[src/rtl/sb_interconnect.sv]
// System-bus interconnect: decodes addr[31:24] against a per-slave ID map and
// forwards one LSU transaction at a time to the selected slave, with a timeout.
module sb_interconnect #(
  parameter int                    N_SLAVES = 4,
  parameter logic [8*N_SLAVES-1:0] SLV_MAP  = 32'h08_06_05_00,
  parameter int                    TIMEOUT  = 255
) (
  input  logic                     clk_i,
  input  logic                     rst_i,
  input  logic                     core_req_i,
  input  logic                     core_we_i,
  input  logic [3:0]               core_be_i,
  input  logic [31:0]              core_addr_i,
  input  logic [31:0]              core_wd_i,
  output logic [31:0]              core_rd_o,
  output logic                     core_ready_o,
  output logic                     core_err_o,
  output logic [N_SLAVES-1:0]      slv_req_o,
  output logic                     slv_we_o,
  output logic [3:0]               slv_be_o,
  output logic [31:0]              slv_wd_o,
  output logic [31:0]              slv_addr_o,
  input  logic [32*N_SLAVES-1:0]   slv_rd_i,
  input  logic [N_SLAVES-1:0]      slv_ready_i,
  output logic [31:0]              err_addr_o,
  output logic [7:0]               err_cnt_o
);

  localparam int SW = (N_SLAVES > 1) ? $clog2(N_SLAVES) : 1;
  localparam int TW = 32;

  localparam logic [1:0] S_IDLE   = 2'd0;
  localparam logic [1:0] S_ACCESS = 2'd1;
  localparam logic [1:0] S_RESP   = 2'd2;

  logic [1:0]    r_state;
  logic [SW-1:0] r_sel;
  logic          r_we;
  logic [3:0]    r_be;
  logic [31:0]   r_addr;
  logic [31:0]   r_wd;
  logic [31:0]   r_rd;
  logic          r_err;
  logic [TW-1:0] r_tcnt;
  logic [31:0]   r_errAddr;
  logic [7:0]    r_errCnt;

  logic          w_hit;
  logic [SW-1:0] w_sel;
  logic          w_selReady;
  logic [31:0]   w_selRd;
  logic          w_timeout;

  // Descending scan so the lowest matching index wins on overlapping IDs.
  always_comb begin
    w_hit = 1'b0;
    w_sel = '0;
    for (int i = N_SLAVES - 1; i >= 0; i--) begin
      if (core_addr_i[31:24] == SLV_MAP[8*i +: 8]) begin
        w_hit = 1'b1;
        w_sel = SW'(i);
      end
    end
  end

  always_comb begin
    w_selReady = 1'b0;
    w_selRd    = '0;
    for (int i = 0; i < N_SLAVES; i++) begin
      if (r_sel == SW'(i)) begin
        w_selReady = slv_ready_i[i];
        w_selRd    = slv_rd_i[32*i +: 32];
      end
    end
  end

  assign w_timeout = (TIMEOUT != 0) && (r_tcnt == TW'(TIMEOUT - 1));

  always_ff @(posedge clk_i) begin
    if (rst_i) begin
      r_state   <= S_IDLE;
      r_sel     <= '0;
      r_we      <= 1'b0;
      r_be      <= '0;
      r_addr    <= '0;
      r_wd      <= '0;
      r_rd      <= '0;
      r_err     <= 1'b0;
      r_tcnt    <= '0;
      r_errAddr <= '0;
      r_errCnt  <= '0;
    end else begin
      case (r_state)
        S_IDLE: begin
          if (core_req_i) begin
            r_we   <= core_we_i;
            r_be   <= core_be_i;
            r_addr <= core_addr_i;
            r_wd   <= core_wd_i;
            r_tcnt <= '0;
            if (w_hit) begin
              r_sel   <= w_sel;
              r_state <= S_ACCESS;
            end else begin
              r_err     <= 1'b1;
              r_errAddr <= core_addr_i;
              if (r_errCnt != 8'hFF) r_errCnt <= r_errCnt + 8'd1;
              r_state   <= S_RESP;
            end
          end
        end
        S_ACCESS: begin
          // Ready is tested first so a ready on the final allowed cycle succeeds.
          if (w_selReady) begin
            r_rd    <= w_selRd;
            r_err   <= 1'b0;
            r_state <= S_RESP;
          end else if (w_timeout) begin
            r_rd      <= '0;
            r_err     <= 1'b1;
            r_errAddr <= r_addr;
            if (r_errCnt != 8'hFF) r_errCnt <= r_errCnt + 8'd1;
            r_state   <= S_RESP;
          end else begin
            r_tcnt <= r_tcnt + 1'b1;
          end
        end
        S_RESP:  r_state <= S_IDLE;
        default: r_state <= S_IDLE;
      endcase
    end
  end

  always_comb begin
    slv_req_o = '0;
    if (r_state == S_ACCESS) begin
      for (int i = 0; i < N_SLAVES; i++) begin
        if (r_sel == SW'(i)) slv_req_o[i] = 1'b1;
      end
    end
  end

  assign core_ready_o = (r_state == S_RESP);
  assign core_err_o   = (r_state == S_RESP) && r_err;
  assign core_rd_o    = r_rd;
  assign slv_we_o     = r_we;
  assign slv_be_o     = r_be;
  assign slv_wd_o     = r_wd;
  assign slv_addr_o   = {8'd0, r_addr[23:0]};
  assign err_addr_o   = r_errAddr;
  assign err_cnt_o    = r_errCnt;

endmodule

[config.mk]
export PLATFORM = sky130hd
export DESIGN_NAME = sb_interconnect
export DESIGN_NICKNAME = d
export VERILOG_FILES = /design/src/rtl/sb_interconnect.sv
export SDC_FILE = /design/constraint.sdc
export NUM_CORES = 1
export LEC_CHECK = 0
export ABC_AREA = 0
export CAP_MARGIN = 20
export CORE_MARGIN = 2
export CORE_UTILIZATION = 46
export CTS_CLUSTER_DIAMETER = 30
export CTS_CLUSTER_SIZE = 10
export DETAILED_ROUTE_END_ITERATION = 8
export HOLD_SLACK_MARGIN = 0.06
export PLACE_DENSITY = 0.86
export SKIP_CTS_REPAIR_TIMING = 1
export SYNTH_ARGS = -nofsm -noshare
export SYNTH_HDL_FRONTEND = slang
export SYNTH_SLANG_ARGS = --single-unit
[constraint.sdc]
create_clock -name clk_i -period 7.45 [get_ports clk_i]
set_input_delay 2.235 -clock clk_i [delete_from_list [all_inputs] [get_ports clk_i]]
set_output_delay 2.235 -clock clk_i [all_outputs]
set_load 0.02 [all_outputs]
# Word-level counts from Yosys, hierarchy flattened
# Cells that the tools add are included.
dict set report classes {
  n_addsub 2
  n_eq_ne 16
  muxes 48
  reduce_logical 13
}
# operator n
set op_table {}
lappend op_table {{$mux W32} 13}
lappend op_table {{$pmux W32 S2} 2}
lappend op_table {{$mux W8} 5}
lappend op_table {{$add A32 B1 Y32 const B} 1}
lappend op_table {{$eq A32 B8 Y1 const B} 1}
lappend op_table {{$eq A8 B3 Y1 const B} 2}
lappend op_table {{$mux W1} 16}
lappend op_table {{$mux W2} 8}
lappend op_table {{$pmux W8 S2} 1}
lappend op_table {{$ne A2 B2 Y1 const B} 5}
lappend op_table {{$add A8 B1 Y8 const B} 1}
lappend op_table {{$eq A8 B4 Y1 const B} 1}
lappend op_table {{$logic_not A8 Y1} 1}
lappend op_table {{$ne A8 B8 Y1 const B} 1}
lappend op_table {{$reduce_and A4 Y1} 2}
lappend op_table {{$eq A2 B2 Y1 const B} 3}
lappend op_table {{$reduce_and A2 Y1} 3}
lappend op_table {{$reduce_and A5 Y1} 1}
lappend op_table {{$eq A2 B1 Y1 const B} 2}
lappend op_table {{$logic_not A2 Y1} 2}
lappend op_table {{$mux W4} 1}
lappend op_table {{$pmux W2 S2} 1}
lappend op_table {{$reduce_bool A2 Y1} 2}
lappend op_table {{$ne A3 B3 Y1 const B} 1}
lappend op_table {{3 further kinds} 3}
dict set report word_totals {
  register_bits 178
  input_bits 204
}

# Logic depth before layout (Yosys ltp)
# Gate-level depths: netlist (run 1).
dict set report logic_depth {
  ltp_word 8
  depth_mapped 10
  mapped_depth_nobuf 8
}

# Least setup slack after synthesis (run 1)
# No wires, ideal clock.
dict set report synth_path {
  path_kind {input to register}
  startpoint {input port slv_ready_i[3]}
  endpoint {register r_errCnt[3] (netlist: err_cnt_o[3])}
  setup_time_ns 0.123
  arrival_time_ns 3.819
  required_ns 7.327
  path_slack_ns 3.507
  path_stages 6
  path_buffers 0
  cell_sequence {mux4_2 -> nor2_4 -> and4_4 -> o21a_1 -> nor2b_1 -> mux2_1}
}
dict set report synth_between {
  elab_chain_cells 3
}
# item line_no
set synth_lines {}
lappend synth_lines {{from (decl)} 24} ;# input logic [N_SLAVES-1:0] slv_ready_i,
lappend synth_lines {{$mux W1} 70} ;# if (r_sel == SW'(i)) begin
lappend synth_lines {{$ne A2 B2 Y1 (no line)} n/a}
lappend synth_lines {{$reduce_and A5 Y1 (no line)} n/a}
lappend synth_lines {{to (signal assigned)} 107} ;# if (r_errCnt != 8'hFF) r_errCnt <= r_errCnt + 8'd1;
lappend synth_lines {{to (signal assigned)} 122} ;# if (r_errCnt != 8'hFF) r_errCnt <= r_errCnt + 8'd1;
lappend synth_lines {{to (decl)} 46} ;# logic [7:0] r_errCnt;
# Every way passes these cells.
# A chain may end at the register's enable or synchronous reset.

# Worst setup path in the final report (run 1)
dict set report layout_path {
  startpoint {register r_sel[0]}
  endpoint {output port slv_req_o[3]}
}
dict set report layout_between {
  elab_chain_cells 3
}
# item line_no
set layout_lines {}
lappend layout_lines {{from (decl)} 37} ;# logic [SW-1:0] r_sel;
lappend layout_lines {{from (signal assigned)} 102} ;# r_sel <= w_sel;
lappend layout_lines {{$eq A2 B2 Y1} 138} ;# if (r_sel == SW'(i)) slv_req_o[i] = 1'b1;
lappend layout_lines {{$mux W1} 138}
lappend layout_lines {{$mux W4} 136} ;# if (r_state == S_ACCESS) begin
lappend layout_lines {{to (decl)} 18} ;# output logic [N_SLAVES-1:0] slv_req_o,
# Every way passes these cells.

==> results of run 1 <==
layer usage:
layer	share of wire, %	up-vias
met5	0	-
met4	5.1	0
met3	8.7	76
met2	50	349
met1	36	3744
li1	-	3761
power groups by stage:
| stage | Combinational (mW) | Sequential, mW | Clock, mW |
|---|---|---|---|
| after detailed placement | 0.364 | 1.03 | 0 |
| after global placement | 0.357 | 1.03 | 0 |
| after CTS | 0.366 | 1.01 | 0.875 |
| after global routing | 0.394 | 1.02 | 0.909 |
| after floorplan | 0.138 | 1.06 | 0 |
| final | 0.368 | 1.01 | 0.861 |
worst max-delay path, cell delays in order (launching register included):
cell	delay, ns
dfxtp_2	0.74
buf_4	0.47
and3_1	0.22
clkdlybuf4s50_1	0.62
cell families after synthesis:
family	after synthesis
xor gates and xnor gates	23
and+or+nand+nor	393
muxes	36
DFF	178
adders and majority gates	3
AOI/OAI and AO/OA	179
buffers and inverters	107
other	1
cell usage in the layout (no fill, tap or decap), drive strengths merged, types with 3 or more instances in the layout:
cell,synthesis,routed
diode,0,12
and4,5,5
nor3b,3,3
and2,5,5
nor2,78,78
mux4,33,33
clkinv,0,5
ha,3,3
nand2,225,225
o21ai,5,5
nand3,17,17
inv,7,17
a21oi,84,84
nor4b,3,3
or3,6,6
xnor2,13,13
clkbuf,50,17
nor3,11,11
a211oi,5,5
a311oi,32,32
nor4,8,8
nand4,7,7
xor2,10,10
buf,50,11
dfxtp,178,178
conb,1,8
clkdlybuf4s50,0,341
nor2b,5,5
a31o,5,5
o21a,3,3
and3,11,11
a22o,33,33
per-stage QoR:
stage               total power [mW]  hold slack (ns)  area (sq um)  setup WS [ns]
floorplan                       1.20            0.432          8120           3.51
global placement                1.39            0.440         11400           2.49
detailed placement              1.40            0.446         11400           2.32
CTS                             2.25            0.455         11900           2.67
global route                    2.32            0.471         12000           2.56
finish                          2.24            0.452         12000           2.73
how the worst max path moves through the flow:
stage	endpoint	slack, ns	cells after the start
6_report	slv_req_o[3]	2.73	3
5_1_grt	slv_req_o[1]	2.56	4
3_5_place_dp	err_addr_o[15]$_SDFFE_PP0P_	2.32	7
4_1_cts	slv_req_o[3]	2.67	3
2_1_floorplan	err_cnt_o[3]$_SDFFE_PP0P_	3.51	6
3_3_place_gp	err_addr_o[18]$_SDFFE_PP0P_	2.49	7
synth_stat cells (3+ instances only):
cell type	instances
nand2_1	225
a211oi_1	5
buf_2	3
ha_1	3
nor4_1	8
nor3b_1	3
nand3_1	17
and4_1	4
clkbuf_1	50
xor2_1	10
and3_1	11
o21ai_0	5
a22o_1	33
inv_1	7
a311oi_1	32
nor4b_1	3
buf_6	4
buf_4	35
or3_1	6
nor2b_1	5
and2_1	5
nor3_1	10
buf_1	8
a21oi_1	83
o21a_1	3
nor2_1	77
dfxtp_1	178
mux4_2	33
xnor2_1	13
nand4_1	7
a31o_2	5
registers in the layout, summed over array words and instances (netlist names):
signal and count:
core_rd_o 32, err_addr_o 32, r_addr 32, r_tcnt 32, slv_wd_o 32, err_cnt_o 8, slv_be_o 4, r_sel 2
r_state 2, r_err 1, slv_we_o 1
cell type report:
cell class                 count  area share (%)
multi-input combinational    642            33.4
sequential                   178            29.8
timing repair buffer         352            29.3
clock buffer                  17            3.55
tap                          225            2.35
clock inverter                15            1.15
antenna                       12           0.251
inverter                       7           0.219
==> flow_summary_export.csv, run 1 <==
group,metric,value,unit
clock_network,clockBufferDepth,2,
yosys,synthMuxAreaShare,9.57,%
sta,max_freq,212,MHz
global_routing,met2_usage,47.1,%
critical_path,setup.worst_path.start_class,"register",
placed_design,placedCellCount,1403,
clock_network,cts_max_level,4,
drt,vias_per_cell,5.48,
layout,layout.cells.non_filler,1448,
sta,finalCriticalPeriod,4.72,ns
layout,drive_above_1_share,7.68,%
floorplan,fp-row-count,48,
global_routing,grtUsageTotal,28.2,%
sta,rsz0062_at_grt,"no",
global_routing,gr-usage-met1,30.1,%
sta,fin_crit_sh,63.4,%
layout,seqCellArea,3570,sq um
sta,slew_headroom,33.8,%
sta,fin_skew,0.00992,ns
yosys,yosysTopAreaCellShare,44.0,%
sta,hold_viol_final,0,
power_and_ir_drop,combPwrFrac,16.4,%
min_path,hold_path_depth,2,
global_routing,grt_max_degree,91,
yosys,ys_types,54,
global_routing,grt_pass1_wl,40.7,mm
yosys,synth-async-reset-ratio,0,%
global_routing,grt_pass1_vias,7750,
power_and_ir_drop,leakagePower,4.33,nW
yosys,synthAdderAreaFrac,0.464,%
critical_path,startpoint,"r_sel[0]$_SDFFE_PP0P_",
power_and_ir_drop,vdd_drop_max,0.176,mV
global_routing,top_usage_layer,"met2",
critical_path,reg2reg_to,"err_addr_o[15]$_SDFFE_PP0P_",
critical_path,rrSetupSlack,3.79,ns
critical_path,arrival,2.48,ns
yosys,synth_area_leaders,"dfxtp_1 44%, nand2_1 10%, mux4_2 9.2%, a21oi_1 5.1%, a22o_1 3.6%",
yosys,ys.flop_type,"dfxtp_1",
floorplan,die_height,137,microns
clock_network,clock_latency,0.43,ns
layout,fin_util,69.5,%
placed_design,dp_hpwl,19.5,mm
placed_design,gp_congestion,0.876,
power_and_ir_drop,p_per_area,187,nW/um^2
status,status,"complete, no violations",
yosys,syn_area_per_cell,8.80,sq um
drt,vias,7930,
drt,drc,0,
yosys,synth_compound_area_share,15.1,%
yosys,synth_cells,920,
yosys,synth_edf_count,0,
critical_path,r2r_cells,8,
yosys,ys_warn_count,0,
global_routing,grt.met3_usage,8.93,%
global_routing,antenna_found_initial,12,
min_path,hp-class,"register to register",
yosys,synth.cell_area,8090,sq um
layout,fin_nets,1405,
yosys,yosys.area_share.simple,21.3,%
drt,firstDrtPassIters,5,
yosys,synth_top_family_by_area,"simple AND/OR/NAND/NOR gates",
critical_path,path_max_fanout,21,
drt,wirelength,27.1,mm
floorplan,design.core.area,17200,sq um
clock_network,clock-sinks,178,
sta,slew_violations,0,
critical_path,worst_r2r_startpoint,"r_sel[0]$_SDFFE_PP0P_",
layout,fillers,1391,
min_path,min_delay_worst_endpoint,"slv_wd_o[23]$_SDFFE_PP0P_",
layout,syn_to_final_growth,48.1,%
drt,avgRoutedWirePerCell,18.7,microns
min_path,holdCritStartpoint,"slv_wd_o[23]$_SDFFE_PP0P_",
yosys,synth_seq_area_share,44.0,%
yosys,ys_ff_latch,178,
placed_design,portBuffers,342,
sta,finalSetupViolCount,0,
critical_path,path_class,"register to output port",
floorplan,ios,351,
power_and_ir_drop,power_switching,610,uW
clock_network,clk_pin_slew_worst_paths,0.07,ns
global_routing,grt-ovfl-total,0,
floorplan,dieArea,18700,sq um
power_and_ir_drop,p_clk_share,38.4,%
clock_network,cts_buffers,17,
yosys,synth_top_cell_by_area,"dfxtp_1",
drt,drt-initial-drc-count,462,
sta,tightest_slew,0.993,ns
power_and_ir_drop,sequentialPowerShare,45.2,%
flow_run,cap_viol_max_count,0,
floorplan,die_w,137,microns
yosys,synth_xor_xnor_area_share,2.49,%
clock_network,ctsRootBufferMaster,"clkbuf_16",
floorplan,initial_core_util,47.0,%
drt,ant_nets,0,
layout,multi_input_area,4000,sq um
clock_network,cts_tree,"done",
critical_path,required,5.22,ns
sta,finalSetupTns,0,ns
critical_path,cp-end-kind,"output port",
power_and_ir_drop,p_sw_share,27.2,%
power_and_ir_drop,p_int,1.63,mW
Power figures use the tool's default switching activity.
==> inputs of run 2 (changes only) <==
- CORE_UTILIZATION: 46 -> 43
- PLACE_DENSITY: 0.86 -> 0.81
- clock period: 7.45 -> 4.9 ns (I/O delays scaled with it)
==> run 2 against run 1 <==
Compared with the run above: via count shrank 1.1%; register-to-register slack lost 1.9 ns; design area grew 0.31%; die area grew 6.8%; first-iteration DRC count shrank 10%; worst setup slack lost 1.5 ns; final cell count grew 0.41%; clock-buffer cell count grew 1; sequential cell count is the same; sequential share of layout area shrank 0.093 points; utilization shrank 4.8 points; clock skew is essentially flat; critical path type is now primary input to register.
==> flow_summary_export.csv, run 2 (synthesized netlist as in run 1, its figures left out) <==
group,metric,value,unit
min_path,hp-class,"register to register",
critical_path,cp-end-kind,"register",
critical_path,arrival,4.06,ns
clock_network,ctsRootBufferMaster,"clkbuf_16",
layout,fin_nets,1407,
floorplan,die_w,141,microns
power_and_ir_drop,p_per_area,293,nW/um^2
critical_path,required,5.24,ns
critical_path,slowest_delay,0.62,ns
layout,fin_util,64.7,%
placed_design,dp_hpwl,19.6,mm
global_routing,antenna_found_initial,6,
critical_path,setup.worst_path.start_class,"primary input",
layout,syn_to_final_growth,48.5,%
layout,drive_above_1_share,7.75,%
floorplan,die_height,141,microns
sta,tightest_slew,0.702,ns
drt,firstDrtPassIters,5,
sta,slew_violations,0,
critical_path,cp_cell_sequence,"clkdlybuf4s50_1 -> or3b_4 -> nor2_1 -> or2_2 -> buf_4 -> nor2_1 -> a311oi_1",
sta,rsz0062_at_grt,"no",
sta,max_freq,269,MHz
sta,fin_crit_sh,75.8,%
clock_network,cts_buffers,17,
clock_network,clock_latency,0.44,ns
critical_path,critPathBufInv,2,
critical_path,slowest_stage,"or3b_4",
global_routing,grt-ovfl-total,0,
critical_path,startpoint,"core_req_i",
critical_path,path_class,"primary input to register",
floorplan,design.core.area,18600,sq um
placed_design,portBuffers,342,
power_and_ir_drop,leakagePower,4.35,nW
floorplan,fp-row-count,50,
drt,drc,0,
power_and_ir_drop,vdd_drop_max,0.242,mV
floorplan,ios,351,
drt,avgRoutedWirePerCell,18.4,microns
sta,finalSetupViolCount,0,
status,status,"complete, no violations",
sta,slew_headroom,53.2,%
critical_path,path_max_fanout,64,
critical_path,crit_top_cell,"nor2_1",
global_routing,grtUsageTotal,26.2,%
global_routing,grt_pass1_vias,7549,
clock_network,cts_max_level,4,
min_path,holdCritStartpoint,"slv_wd_o[2]$_SDFFE_PP0P_",
floorplan,initial_core_util,43.6,%
critical_path,r2r_cells,7,
min_path,hold_path_depth,2,
layout,final_common_cell,"clkdlybuf4s50_1",
layout,mostFrequentLayoutCells,"341 x clkdlybuf4s50_1, 225 x nand2_1, 176 x dfxtp_1",
critical_path,critical_path.top_delay_family,"simple AND/OR/NAND/NOR gates",
drt,vias,7839,
placed_design,gp_congestion,0.842,
drt,ant_nets,0,
sta,finalCriticalPeriod,3.72,ns
critical_path,worst_r2r_startpoint,"r_sel[0]$_SDFFE_PP0P_",
flow_run,cap_viol_max_count,0,
clock_network,cts_tree,"done",
drt,vias_per_cell,5.39,
clock_network,clock-sinks,178,
global_routing,grt_max_degree,67,
sta,whs,0.453,ns
clock_network,clockBufferDepth,2,
sta,finalSetupTns,0,ns
global_routing,grt_pass1_wl,41.2,mm
sta,fin_skew,0.00972,ns
drt,drt-initial-drc-count,416,
sta,hold_viol_final,0,
floorplan,dieArea,19900,sq um
drt,wirelength,26.8,mm
clock_network,clk_pin_slew_worst_paths,0.07,ns
critical_path,cp.depth,7,
[run 2: where the power goes]
| part | internal [mW] | switching [mW] | total (mW) |
|---|---|---|---|
| combinational | 0.300 | 0.255 | 0.555 |
| clock | 0.811 | 0.621 | 1.43 |
| sequential | 1.51 | 0.0354 | 1.54 |
| total | 2.62 | 0.911 | 3.53 |
[run 2: worst paths after layout]
check / endpoint / slack [ns]
min reg2reg: slv_wd_o[2]$_SDFFE_PP0P_ / 0.45
max: err_addr_o[21]$_SDFFE_PP0P_ / 1.18
min: slv_wd_o[2]$_SDFFE_PP0P_ / 0.45
max reg2reg: err_addr_o[21]$_SDFFE_PP0P_ / 1.91
[run 2: layout make-up]
cell class              count  area [sq um]
inverters                   7          26.3
fillers                  1556          6560
clock buffers              18           429
well taps                 234           293
multi-input cells         642          4000
diodes                      7          17.5
clock inverters            14           175
repair buffers            354          3510
flip-flops and latches    178          3570
[run 2: routing by layer]
layer | vias up | track usage (%) | routed length, microns
met5 | - | 0 | 0
met4 | 0 | 12.0 | 1090
met3 | 56 | 7.98 | 2270
met2 | 337 | 46.4 | 13500
met1 | 3699 | 28.9 | 9880
li1 | 3747 | - | -
[run 2: stage by stage]
step                total power [mW]  cells  worst slack [ns]  cell area, sq um
floorplan                       1.83    927              1.72              8120
global placement                2.12   1415             0.864             11400
detailed placement              2.13   1415             0.757             11400
CTS                             3.55   1447              1.21             12000
global route                    3.65   1454             0.878             12000
finish                          3.53   1454              1.18             12000
[run 2: tightest hold or removal path, stage by stage, from the launching register on]
cell	delay, ns
dfxtp_1	0.31
nand2_1	0.05
a21oi_1	0.05
==> inputs of run 3 (changes only) <==
- clock period: 4.9 -> 3.6 ns (I/O delays scaled with it)
==> run 3 against run 2 <==
Compared with the run above: clock skew decreased by 0.0018 ns; routed wire length increased by 1.2%; combinational power increased by 38%; die area unchanged; via count increased by 0.96%; clock power increased by 35%; first-iteration DRC count increased by 20%; sequential power increased by 36%; highest routed layer unchanged; critical path depth decreased by 4; sequential cell count unchanged; sequential share of layout area decreased by 0.13 points.
==> flow_summary_export.csv, run 3 (synthesized netlist as in run 1, its figures left out) <==
group,metric,value,unit
power_and_ir_drop,p_clk_share,40.2,%
sta,rsz0062_at_grt,"no",
placed_design,dp_hpwl,19.9,mm
sta,hold_viol_final,0,
layout,fin_nets,1411,
sta,finalSetupTns,0,ns
layout,drive_above_1_share,8.13,%
clock_network,ctsRootBufferMaster,"clkbuf_16",
sta,slew_headroom,30.5,%
drt,ant_nets,0,
global_routing,grt-ovfl-total,0,
floorplan,die_height,141,microns
critical_path,arrival,2.25,ns
drt,wirelength,27.1,mm
power_and_ir_drop,p_int,3.53,mW
critical_path,cp-end-kind,"output port",
layout,syn_to_final_growth,49.2,%
clock_network,cts_max_level,4,
drt,vias_per_cell,5.42,
floorplan,ios,351,
floorplan,die_w,141,microns
sta,finalSetupViolCount,0,
power_and_ir_drop,p_sw_share,26.3,%
power_and_ir_drop,vdd_drop_max,0.323,mV
critical_path,path_max_fanout,6,
global_routing,grt_max_degree,102,
min_path,hold_path_depth,2,
sta,tightest_slew,1.04,ns
floorplan,fp-row-count,50,
power_and_ir_drop,leakagePower,4.37,nW
clock_network,clock-sinks,178,
global_routing,grt_pass1_vias,7735,
flow_run,cap_viol_max_count,0,
sta,fin_crit_sh,92.4,%
placed_design,portBuffers,342,
sta,slew_violations,0,
placed_design,gp_congestion,0.858,
power_and_ir_drop,combPwrFrac,16.0,%
layout,final_common_cell,"clkdlybuf4s50_1",
floorplan,dieArea,19900,sq um
power_and_ir_drop,power_switching,1.26,mW
min_path,hp-class,"register to register",
clock_network,clockBufferDepth,2,
layout,fin_area,12100,sq um
drt,avgRoutedWirePerCell,18.5,microns
power_and_ir_drop,p_per_area,397,nW/um^2
clock_network,clk_pin_slew_worst_paths,0.07,ns
critical_path,rrSetupSlack,1.14,ns
sta,max_freq,300,MHz
status,status,"complete, no violations",
global_routing,grt_pass1_wl,41.0,mm
floorplan,initial_core_util,43.6,%
critical_path,required,2.52,ns
drt,firstDrtPassIters,5,
power_and_ir_drop,sequentialPowerShare,43.8,%
critical_path,path_class,"register to output port",
critical_path,setup.worst_path.start_class,"register",
sta,fin_skew,0.00787,ns
placed_design,post_dp_cell_area,11400,sq um
global_routing,grtUsageTotal,26.3,%
floorplan,design.core.area,18600,sq um
layout,mostFrequentLayoutCells,"341 x clkdlybuf4s50_1, 225 x nand2_1, 176 x dfxtp_1",
drt,drt-initial-drc-count,498,
power_and_ir_drop,power.total,4.79,mW
critical_path,r2r_cells,7,
global_routing,antenna_found_initial,10,
sta,finalCriticalPeriod,3.33,ns
clock_network,cts_tree,"done",
clock_network,clock_latency,0.43,ns
clock_network,cts_buffers,17,
drt,drc,0,
drt,vias,7914,
run 3: final timing paths:
kind	end	from
setup / recovery	slv_req_o[2]	r_state[0]$_SDFFE_PP0P_
setup reg to reg	err_addr_o[7]$_SDFFE_PP0P_	r_state[1]$_SDFFE_PP0P_
hold / removal	slv_wd_o[7]$_SDFFE_PP0P_	slv_wd_o[7]$_SDFFE_PP0P_
hold reg to reg	slv_wd_o[7]$_SDFFE_PP0P_	slv_wd_o[7]$_SDFFE_PP0P_
run 3: final cells by class:
cell class	instances	area [sq um]
Antenna cell	10	25.0
Clock buffer	18	439
Clock inverter	14	168
Fill cell	1534	6510
Inverter	7	26.3
Multi-Input combinational cell	642	4000
Sequential cell	178	3570
Tap cell	234	293
Timing Repair Buffer	358	3550
run 3: routing by layer:
layer | share of wire [%] | global-route usage (%) | vias up
li1 | - | - | 3770
met3 | 9.6 | 9.82 | 73
met2 | 49 | 45.0 | 367
met4 | 5.6 | 15.8 | 0
met1 | 36 | 27.7 | 3704
met5 | 0 | 0 | -
run 3: power groups by stage:
| stage | Sequential, mW | Clock, mW | Combinational, mW |
|---|---|---|---|
| floorplan | 2.20 | 0 | 0.286 |
| global placement | 2.14 | 0 | 0.755 |
| detailed placement | 2.14 | 0 | 0.765 |
| CTS | 2.10 | 1.95 | 0.769 |
| global route | 2.11 | 2.04 | 0.817 |
| finish | 2.10 | 1.93 | 0.766 |
run 3: metrics by stage:
step / cells / hold slack (ns) / setup slack (ns) / utilization [%]
final: 1461 / 0.454 / 0.272 / 65.0
after global routing: 1461 / 0.475 / 0.227 / 65.0
after CTS: 1451 / 0.455 / 0.276 / 64.8
after detailed placement: 1419 / 0.446 / 0.0946 / 61.6
after global placement: 1419 / 0.440 / 0.179 / 61.6
after floorplan: 927 / 0.432 / 0.812 / -
run 3: critical path, cell delays in order, from the launching register on:
cell and delay (ns):
dfxtp_1 0.50, nand2b_1 0.21, nor3b_1 0.42, clkdlybuf4s50_1 0.69
